[config.mk]
export PLATFORM = sky130hd
export DESIGN_NAME = alu_seq
export DESIGN_NICKNAME = d
export VERILOG_FILES = /design/src/rtl/alu_seq.sv
export SDC_FILE = /design/constraint.sdc
export NUM_CORES = 1
export LEC_CHECK = 0
export CAP_MARGIN = 25
export CORE_MARGIN = 10
export CORE_UTILIZATION = 25
export CTS_BUF_LIST = sky130_fd_sc_hd__clkbuf_4
export DETAILED_ROUTE_END_ITERATION = 8
export DONT_BUFFER_PORTS = 1
export GPL_TIMING_DRIVEN = 0
export PLACE_DENSITY = 0.38
export SETUP_SLACK_MARGIN = 0.05
export SLEW_MARGIN = 20
export SYNTH_ARGS = -nofsm -noshare
export SYNTH_HDL_FRONTEND = slang
export SYNTH_SLANG_ARGS = --single-unit
[constraint.sdc]
create_clock -name clk -period 5.2 [get_ports clk]
set_input_delay 1.04 -clock clk [delete_from_list [all_inputs] [get_ports clk]]
set_output_delay 1.04 -clock clk [all_outputs]
set_load 0.005 [all_outputs]
[src/rtl/alu_seq.sv]
// alu_seq: registered multi-cycle ALU with valid/ready handshakes and one-bit-per-cycle shifts.
// Optional `ALU_MUL_EN turns op 4 into an iterative unsigned shift-add multiply.
module alu_seq #(
    parameter int WIDTH   = 32,
    parameter int SHAMT_W = $clog2(WIDTH)
) (
    input  logic             clk,
    input  logic             rst,
    input  logic             in_valid,
    output logic             in_ready,
    input  logic [WIDTH-1:0] X,
    input  logic [WIDTH-1:0] Y,
    input  logic [3:0]       op_code,
    output logic             out_valid,
    input  logic             out_ready,
    output logic [WIDTH-1:0] Z,
    output logic             equal,
    output logic             overflow,
    output logic             zero,
    output logic             busy
);
`ifdef ALU_MUL_EN
    typedef enum logic [1:0] {IDLE, SHIFT, MUL} state_t;
`else
    typedef enum logic {IDLE, SHIFT} state_t;
`endif
    state_t state, state_next;
    logic [WIDTH-1:0] work, alu_z, add_r, sub_r, shifted;
    logic [SHAMT_W:0] cnt;
    logic [1:0] sh_op;
    logic eq_p, alu_ov, out_free, accept, is_shift, is_mul, done;
`ifdef ALU_MUL_EN
    logic [WIDTH-1:0] mcand, hi;
    logic [WIDTH:0] mul_sum;
    assign mul_sum = {1'b0, hi} + (work[0] ? {1'b0, mcand} : '0);
    assign is_mul = op_code == 4'd4;
`else
    assign is_mul = 1'b0;
`endif
    assign out_free = !out_valid || out_ready;
    assign in_ready = (state == IDLE) && out_free;
    assign accept = in_valid && in_ready;
    assign busy = state != IDLE;
    assign done = (cnt == '0) && out_free;
    assign is_shift = op_code inside {4'd8, 4'd9, 4'd10};
    assign add_r = X + Y;
    assign sub_r = X - Y;
    // sh_op is op_code[1:0]: 0 SRL, 1 SLL, 2 SRA
    assign shifted = sh_op == 2'd0 ? {1'b0, work[WIDTH-1:1]} :
                     sh_op == 2'd1 ? {work[WIDTH-2:0], 1'b0} :
                                     {work[WIDTH-1], work[WIDTH-1:1]};

    always_comb begin
        alu_z = '0;
        alu_ov = 1'b0;
        case (op_code)
            4'd0: alu_z = X & Y;
            4'd1: alu_z = X | Y;
            4'd2: alu_z = X ^ Y;
            4'd3: alu_z = ~(X | Y);
            4'd5: begin
                alu_z = add_r;
                alu_ov = (X[WIDTH-1] == Y[WIDTH-1]) && (add_r[WIDTH-1] != X[WIDTH-1]);
            end
            4'd6: begin
                alu_z = sub_r;
                alu_ov = (X[WIDTH-1] != Y[WIDTH-1]) && (sub_r[WIDTH-1] != X[WIDTH-1]);
            end
            4'd7: alu_z = {{(WIDTH-1){1'b0}}, $signed(X) < $signed(Y)};
            default: ;
        endcase
    end

    always_comb begin
        state_next = state;
        if (state == IDLE) begin
            if (accept && is_shift) state_next = SHIFT;
`ifdef ALU_MUL_EN
            else if (accept && is_mul) state_next = MUL;
`endif
        end else if (done) state_next = IDLE;
    end

    always_ff @(posedge clk or posedge rst)
        if (rst) state <= IDLE;
        else state <= state_next;

    always_ff @(posedge clk or posedge rst) begin
        if (rst) begin
            out_valid <= 1'b0;
            Z <= '0;
            equal <= 1'b0;
            overflow <= 1'b0;
            zero <= 1'b0;
            work <= '0;
            cnt <= '0;
            sh_op <= '0;
            eq_p <= 1'b0;
`ifdef ALU_MUL_EN
            mcand <= '0;
            hi <= '0;
`endif
        end else begin
            if (out_valid && out_ready) out_valid <= 1'b0;
            if (accept) begin
                eq_p <= X == Y;
                sh_op <= op_code[1:0];
                work <= X;
                cnt <= {1'b0, Y[SHAMT_W-1:0]};
`ifdef ALU_MUL_EN
                if (is_mul) begin
                    work <= Y;
                    mcand <= X;
                    hi <= '0;
                    cnt <= (SHAMT_W+1)'(WIDTH);
                end
`endif
                if (!is_shift && !is_mul) begin
                    Z <= alu_z;
                    equal <= X == Y;
                    overflow <= alu_ov;
                    zero <= alu_z == '0;
                    out_valid <= 1'b1;
                end
            end else if (state != IDLE && cnt != '0) begin
                cnt <= cnt - 1'b1;
`ifdef ALU_MUL_EN
                // multiplier shifts out of work's LSB while product bits shift in from hi
                if (state == MUL) {hi, work} <= {mul_sum, work[WIDTH-1:1]};
                else work <= shifted;
`else
                work <= shifted;
`endif
            end else if (state != IDLE && out_free) begin
                Z <= work;
                equal <= eq_p;
                zero <= work == '0;
                out_valid <= 1'b1;
`ifdef ALU_MUL_EN
                overflow <= (state == MUL) && (hi != '0);
`else
                overflow <= 1'b0;
`endif
            end
        end
    end
endmodule

Word-level counts from Yosys, hierarchy flattened. Index checks and enable logic that the tools add are counted.

Register bits after elaboration: 78. Input bits: 72. Output and inout bits: 38. Logic and storage cells: 92.

$add $sub $neg: 3. $lt $le $gt $ge: 1. Equal/unequal tests: 17. Mux-type cells: 32. Bitwise logic cells: 5. Reduce and logical (&&, ||, !) cells: 23.

Operators by type and width (number): 32-bit 2-to-1 mux (8); 32-bit case mux with 7 select lines (1); 32-bit zero test (2); 32-bit adder (1); 32-bit AND (1); 32-bit equality test (1); 32-bit less-than comparator (1); 32-bit inverter (1); 32-bit OR (1); 32-bit subtractor (1); 32-bit bitwise XOR (1); 1-bit 2-to-1 mux (20); 4-bit by 3-bit equality test with 1-bit output (second input constant) (3); 4-bit equality test (second input constant) (3); 6-bit 2-to-1 mux (2); 1-bit logical AND (9); 4-bit by 2-bit equality test with 1-bit output (second input constant) (2); 6-bit zero test (1); 3-bit nonzero test (2); 6-bit nonzero test (1); 6-bit by 1-bit subtractor with 6-bit output (second input constant) (1); 4-bit by 1-bit equality test with 1-bit output (second input constant) (1); 4-bit zero test (1); 2-bit inequality test (second input constant) (2); 11 further kinds (14).

Depth between registers and ports, before layout.
Depth in word-level cells: 7. Gate-level depth with buffers: 15. Depth with buffers taken out: 15.

Worst setup path after synthesis. No wires, ideal clock.

Kind: in2reg. From: input X[0]. To: register zero. Setup time: 0.066 ns. Arrival time: 3.918 ns. Required time: 5.134 ns. Path slack: 1.216 ns. Stages on the path: 15. Buffers on the path: 0. Path through: inv_1 > ha_1 > inv_1 > fa_1 > nor2b_4 > o311ai_4 > nor2_1 > or4_1 > a21o_1 > nor4_2 > nand4_1 > nor4_1 > nand4_1 > nor4_2 > a31o_1.

Cells in the longest elaborated chain, start to end: 6. Elaborated cells on any way between the ends: 11. Those cells by class: add/sub: 2; order compare: 1; mux: 3; bitwise: 4; reduce/logical: 1.

Ends and longest elaborated chain: start, declared (RTL line 11) `input logic [WIDTH-1:0] X,`; parallel branches: the longest is 2 deep, another holds 32-bit subtractor; 32-bit case mux with 7 select lines (*) (RTL line 56) `case (op_code)`; 32-bit zero test (*) (RTL line 122) `zero <= alu_z == '0;`; 1-bit 2-to-1 mux (*) (RTL line 118) `if (!is_shift && !is_mul) begin`; 1-bit 2-to-1 mux (*) (RTL line 105) `if (accept) begin`; end signal, assigned (RTL line 94) `zero <= 1'b0;`; end signal, assigned (RTL line 122); end signal, assigned (RTL line 137) `zero <= work == '0;`; end, declared (RTL line 19) `output logic zero,`.

Mark *: on every way between the ends. The select of a mux whose other input is x is not followed. A chain may end at the register's enable or synchronous reset.

Worst setup path in the final report.
From: input X[13]. To: register zero.

Same word-level chain as after synthesis.

==> run summary <==
status: completed
Initial Util: 0.253
vias per inst: 5.56
Post-CTS Setup Inserts: 0
clock slew at reported path FFs: 0.15 ns
Comb pwr share: 0.561
Root Driver: clkbuf_4
IO buf count: 0
most common cell after layout, fill and taps aside: nand2_1
Syn Nets: 1539
crit path DAT: 4.96 ns
DRC errors left: 0
# H-tree levels: 3
power share of the clock group: 0.097
PnR Total Power: 3.62 mW
clock latency on the worst-skew pair: 0.47 ns
GPL Wtd Cong: 0.911
footprint of the multi-input gates: 0.00738 mm²
Worst Setup End Kind: flip-flop
hold_buf cts: 0
Top Ports: 110
vias in the first global route: 10.4k
max_slew headroom: 0.327
FF+latch area: 0.00195 mm²
final hold slack: 0.502 ns
placed instance count: 1890
Final Cycle Share: 0.874
Clock Tree Buf Depth: 2
Die Wd: 221 µm
Worst Setup Path Type: in -> reg
switching part of the total: 0.519
Sequential Power Share: 0.342
final slew viol count: 0
commonest non-fill, non-tap cells in the layout: nand2_1, o21ai_0, a21oi_1
Vias: 10.6k
startpoint types: input port
Initial DRC Count: 900
CP required: 5.62 ns
P_int: 1.74 mW
final WL: 48.3 mm
Num CTS Buffers: 9
maxcap violations: 0
worst ir drop on vdd: 0.000105 V
synth unique cells: 94
final setup fails: 0
largest net degree at the start of global routing: 47
area delta synth->final: 7.92%
CTS sink count: 78
minimum clock period: 4.54 ns
layout cells sized above 1: 0.0637
Min-Delay Path Class: in -> async
CTS tree: yes
Final ANT Viol Nets: 0
area of the die: 0.0489 mm²
Worst Tran Pin Value: 1.00 ns
syn_area_per_cell: 7.42 µm²
Psw: 1.88 mW
Final WS setup: 0.657 ns
yosys warns: 0
clk_skew: 0.0300 ns
Final Non-Filler Cells: 1907
nets: 1551
drt wl/cell: 25.3 µm
std cell rows: 73
Pwr Density: 331 mW/mm²
overflow left after global routing: 0
share of flip-flops with an asynchronous set or reset: 1.00
Detailed Routing Iterations Pass 1: 7
detailed placement HPWL: 39.6 mm
number of synthesized flops with an enable pin: 0
Max Fclk: 0.220 GHz
pre-CTS setup slack: 0.271 ns
register area share after synthesis: 0.193
DIE HEIGHT: 221 µm
total negative slack: 0 ns
static leakage: 4.53 nW
antenna violations before repair: 2
fillers: 4402
RSZ-0062 raised after global routing: false
CP Max Fanout: 10
post-CTS resize count: 0
Cells after Synth: 1364
Yosys reg bits: 78
Core ar.: 0.0399 mm²
Main synth FF type: dfrtp_1
GR Util All Layers: 0.188
first-pass GRT wire length: 71.2 mm
Final Hold Fails: 0
Mapped Area: 0.0101 mm²
[routing by layer]
layer	share of wire	vias to the layer above	global-route usage
met2	0.45	390	0.296
met3	0.081	50	0.0339
li1	-	5006	-
met5	0	-	0
met4	0.018	0	0.0447
met1	0.46	5161	0.260
[area by class of cell]
class                   instances  area share
diodes                          1    0.000229
plain buffers                  96      0.0373
clock buffers                  11     0.00757
clock inverters                 5     0.00332
inverters                     100      0.0346
multi-input cells            1090       0.676
flip-flops and latches         78       0.179
well taps                     525      0.0602
repair buffers                  1     0.00183
[power by group through the flow]
stage / Sequential [mW] / Clock (mW) / Combinational, mW
2_1_floorplan: 1.13 / 0 / 1.45
3_3_place_gp: 1.26 / 0 / 2.01
3_5_place_dp: 1.26 / 0 / 2.02
4_1_cts: 1.25 / 0.359 / 2.03
5_1_grt: 1.29 / 0.380 / 2.27
6_report: 1.24 / 0.351 / 2.03
[metrics by stage]
| step | instance area (µm²) | util |
|---|---|---|
| finish | 10900 | 0.273 |
| global route | 10900 | 0.273 |
| CTS | 10900 | 0.273 |
| detailed placement | 10800 | 0.270 |
| global placement | 10800 | 0.270 |
| floorplan | 10100 | - |
[cells in the mapped netlist, drive strengths merged (18+ instances only)]
library cell | count | area share
inv | 100 | 0.037
ha | 101 | 0.12
clkbuf | 63 | 0.023
o211ai | 44 | 0.033
nand2 | 155 | 0.058
buf | 33 | 0.017
a21oi | 114 | 0.058
nand4 | 18 | 0.011
a211oi | 22 | 0.018
o21ai | 136 | 0.068
nor4 | 28 | 0.020
dfrtp | 78 | 0.19
nand2b | 20 | 0.012
nor2 | 95 | 0.035
a31oi | 23 | 0.014
mux2i | 53 | 0.052
[worst paths after layout]
kind	startpoint	endpoint	slack, ns	cells after the start
max	X[13]	zero	0.66	14
min	rst	work[30]	0.50	1
max reg2reg	out_valid	zero	1.68	11
min reg2reg	sh_op[0]	sh_op[0]	0.52	2
max in group asynchronous	rst	work[1]	4.08	2
min in group clk	sh_op[0]	sh_op[0]	0.52	2
[kinds of logic (layout without fill, tap and decap cells)]
group                      count (synthesis)  after routing  synth area share
AOI/OAI and AO/OA                        496            496             0.330
and+or+nand+nor                          420            420             0.202
buffers and inverters                    196            213            0.0773
adders and majority gates                103            103             0.129
DFF                                       78             78             0.193
muxes                                     57             57            0.0569
xor gates and xnor gates                  14             14            0.0121
other                                      0              1                 0
[flip-flops by register name, summed over array words and instances, names as in the netlist]
| name | count |
|---|---|
| Z | 32 |
| busy | 1 |
| cnt | 6 |
| eq_p | 1 |
| equal | 1 |
| out_valid | 1 |
| overflow | 1 |
| sh_op | 2 |
| work | 32 |
| zero | 1 |
[worst max-delay path, cell delays in order]
cell and delay [ns]:
inv_1 0.22, ha_1 0.31, clkbuf_1 0.26, nor2_1 0.24, o21ai_0 0.19, a31oi_1 0.42, o22ai_1 0.26, o31ai_1 0.48
o21ai_0 0.19, o2111a_1 0.18, a211oi_1 0.54, nand4_1 0.27, nor4_2 0.20, a31o_1 0.17
Note: power is estimated with default switching activity, not from simulation.
==> variant (same flow settings) <==
Change the parameter `WIDTH` from 32 to 64.
--- a/src/rtl/alu_seq.sv
+++ b/src/rtl/alu_seq.sv
@@ -1,7 +1,7 @@
 // alu_seq: registered multi-cycle ALU with valid/ready handshakes and one-bit-per-cycle shifts.
 // Optional `ALU_MUL_EN turns op 4 into an iterative unsigned shift-add multiply.
 module alu_seq #(
-    parameter int WIDTH   = 32,
+    parameter int WIDTH   = 64,
     parameter int SHAMT_W = $clog2(WIDTH)
 ) (
     input  logic             clk,
Ports: changed (resized X, Y and Z); port bits go from 110 to 206. The function was not compared with the original's and may differ.
==> variant against the original RTL <==
The flow now finishes with violations (negative setup slack); total power up 120%; wire length rose to 3.1 times the old value; final area up 110%; count of clock-buffer cells in the layout up 7; sequential cell count up 65; synthesized area up 100%; setup slack worse by 0.70 ns; combinational power up 130%; sequential share of layout area down 2.3 points; global-route usage up 11 points; hold slack worse by 0.21 ns; final cell count up 120%; critical path type unchanged; largest power group unchanged.
==> variant: results <==
group,metric,value,unit
placement,routabilityCongestion,0.992,
sta,tns,-0.0472,ns
sta,fin_ws,-0.0472,ns
clock_network,htreeDepth,4,
sta,setup_viol,1,
placement,dp_hpwl,121,mm
synth,synth_cell_types,90,
run_status,status,"finished with violations",
placement,placed_area,22200,µm²
final_layout,fin_nets,3378,
worst_setup_path,crit_arrival,5.80,ns
grt,antenna_found_initial,7,
run_status,violations,"negative setup slack",
grt,grt_pass1_wl,199,mm
sta,fmax,191,MHz
synth,synth_xor_area_share,0.511,%
sta,slew_headroom,21.2,%
final_layout,top_regs,"Z (64), work (64), cnt (7)",
synth,ys_top_cells_by_area,"dfrtp_1, ha_1, a21oi_1",
worst_setup_path,critPathMaxFanout,4,
route,vias,25600,
power_and_ir_drop,seq_power,2.40,mW
power_and_ir_drop,peakVddDrop,0.232,mV
route,drtIter0Drc,3267,
synth,synth.net_count,3342,
clock_network,numCtsBuffers,17,
worst_setup_path,cp_slowest_stage_delay,0.63,ns
final_layout,drive_gt1_share,8.37,%
power_and_ir_drop,p_leak,9.38,nW
route,post_drt_wl_per_cell,35.9,µm
grt,gr-usage-all-layers,30.0,%
synth,ys_seq_area_share,17.4,%
worst_setup_path,crit_slowest_cell,"nor4_4",
power_and_ir_drop,p_sw_share,56.8,%
placement,dp_cells,4091,
sta,fin_worst_skew,0.0366,ns
power_and_ir_drop,p_clk_share,10.3,%
synth,synth-adder-area-share,12.1,%
power_and_ir_drop,finalPower,7.94,mW
synth,synth.area.mux_share,2.08,%
placement,pre_cts_ws,-1.76,ns
route,finalWirelength,148,mm
synth,synth_common_cells,"nand2_1, a21oi_1, nor2_1",
clock_network,clk_latency,0.64,ns
-- variant: changes by cell type in the layout (fill, tap and decap cells not counted), sizes merged, moves of 36 or more --
| cell | before | now |
|---|---|---|
| a211oi | 22 | 85 |
| a21oi | 114 | 322 |
| a31oi | 23 | 63 |
| clkbuf | 74 | 173 |
| dfrtp | 78 | 143 |
| ha | 101 | 196 |
| inv | 100 | 216 |
| nand2 | 155 | 400 |
| nand3 | 17 | 63 |
| nand4 | 18 | 54 |
| nor2 | 95 | 281 |
| nor4 | 28 | 64 |
| o21ai | 136 | 218 |
-- variant: critical path, delay by kind of cell --
| kind | cells | cell delay, ns |
|---|---|---|
| simple gates | 6 | 2.33 |
| buf+inv | 1 | 0.10 |
| compound gates | 6 | 1.79 |
| fa+ha+maj | 2 | 0.51 |
-- variant: layer usage --
layer / share of wire, % / global-route usage (%)
met1: 42 / 39.0
met4: 6.7 / 16.7
met3: 8.3 / 5.76
met2: 43 / 46.1
met5: 0.014 / 0
-- variant: final timing paths --
path | startpoint | end | slack [ns] | depth (start not counted)
hold / removal | rst | work[53] | 0.29 | 1
max in group asynchronous | rst | Z[10] | 4.06 | 2
hold reg to reg | cnt[1] | cnt[1] | 0.52 | 2
setup / recovery | X[0] | zero | -0.05 | 15
setup reg to reg | busy | zero | 0.65 | 12
min in group clk | cnt[1] | cnt[1] | 0.52 | 2
-- variant: area by class of cell --
type	count	area [µm²]
tap	1070	1340
inverter	215	815
clock inverter	14	166
multi-input combinational	2441	15700
clock buffer	18	135
timing repair buffer	18	193
buffer	208	945
sequential	143	3580
fill	9238	58900
antenna	4	10.0
-- variant: what timing repair did --
item	CTS	global route
setup buffers	1	3
setup endpoints to repair	20	3
hold buffers	0	0
pin swaps	1	5
gates resized for setup	62	61
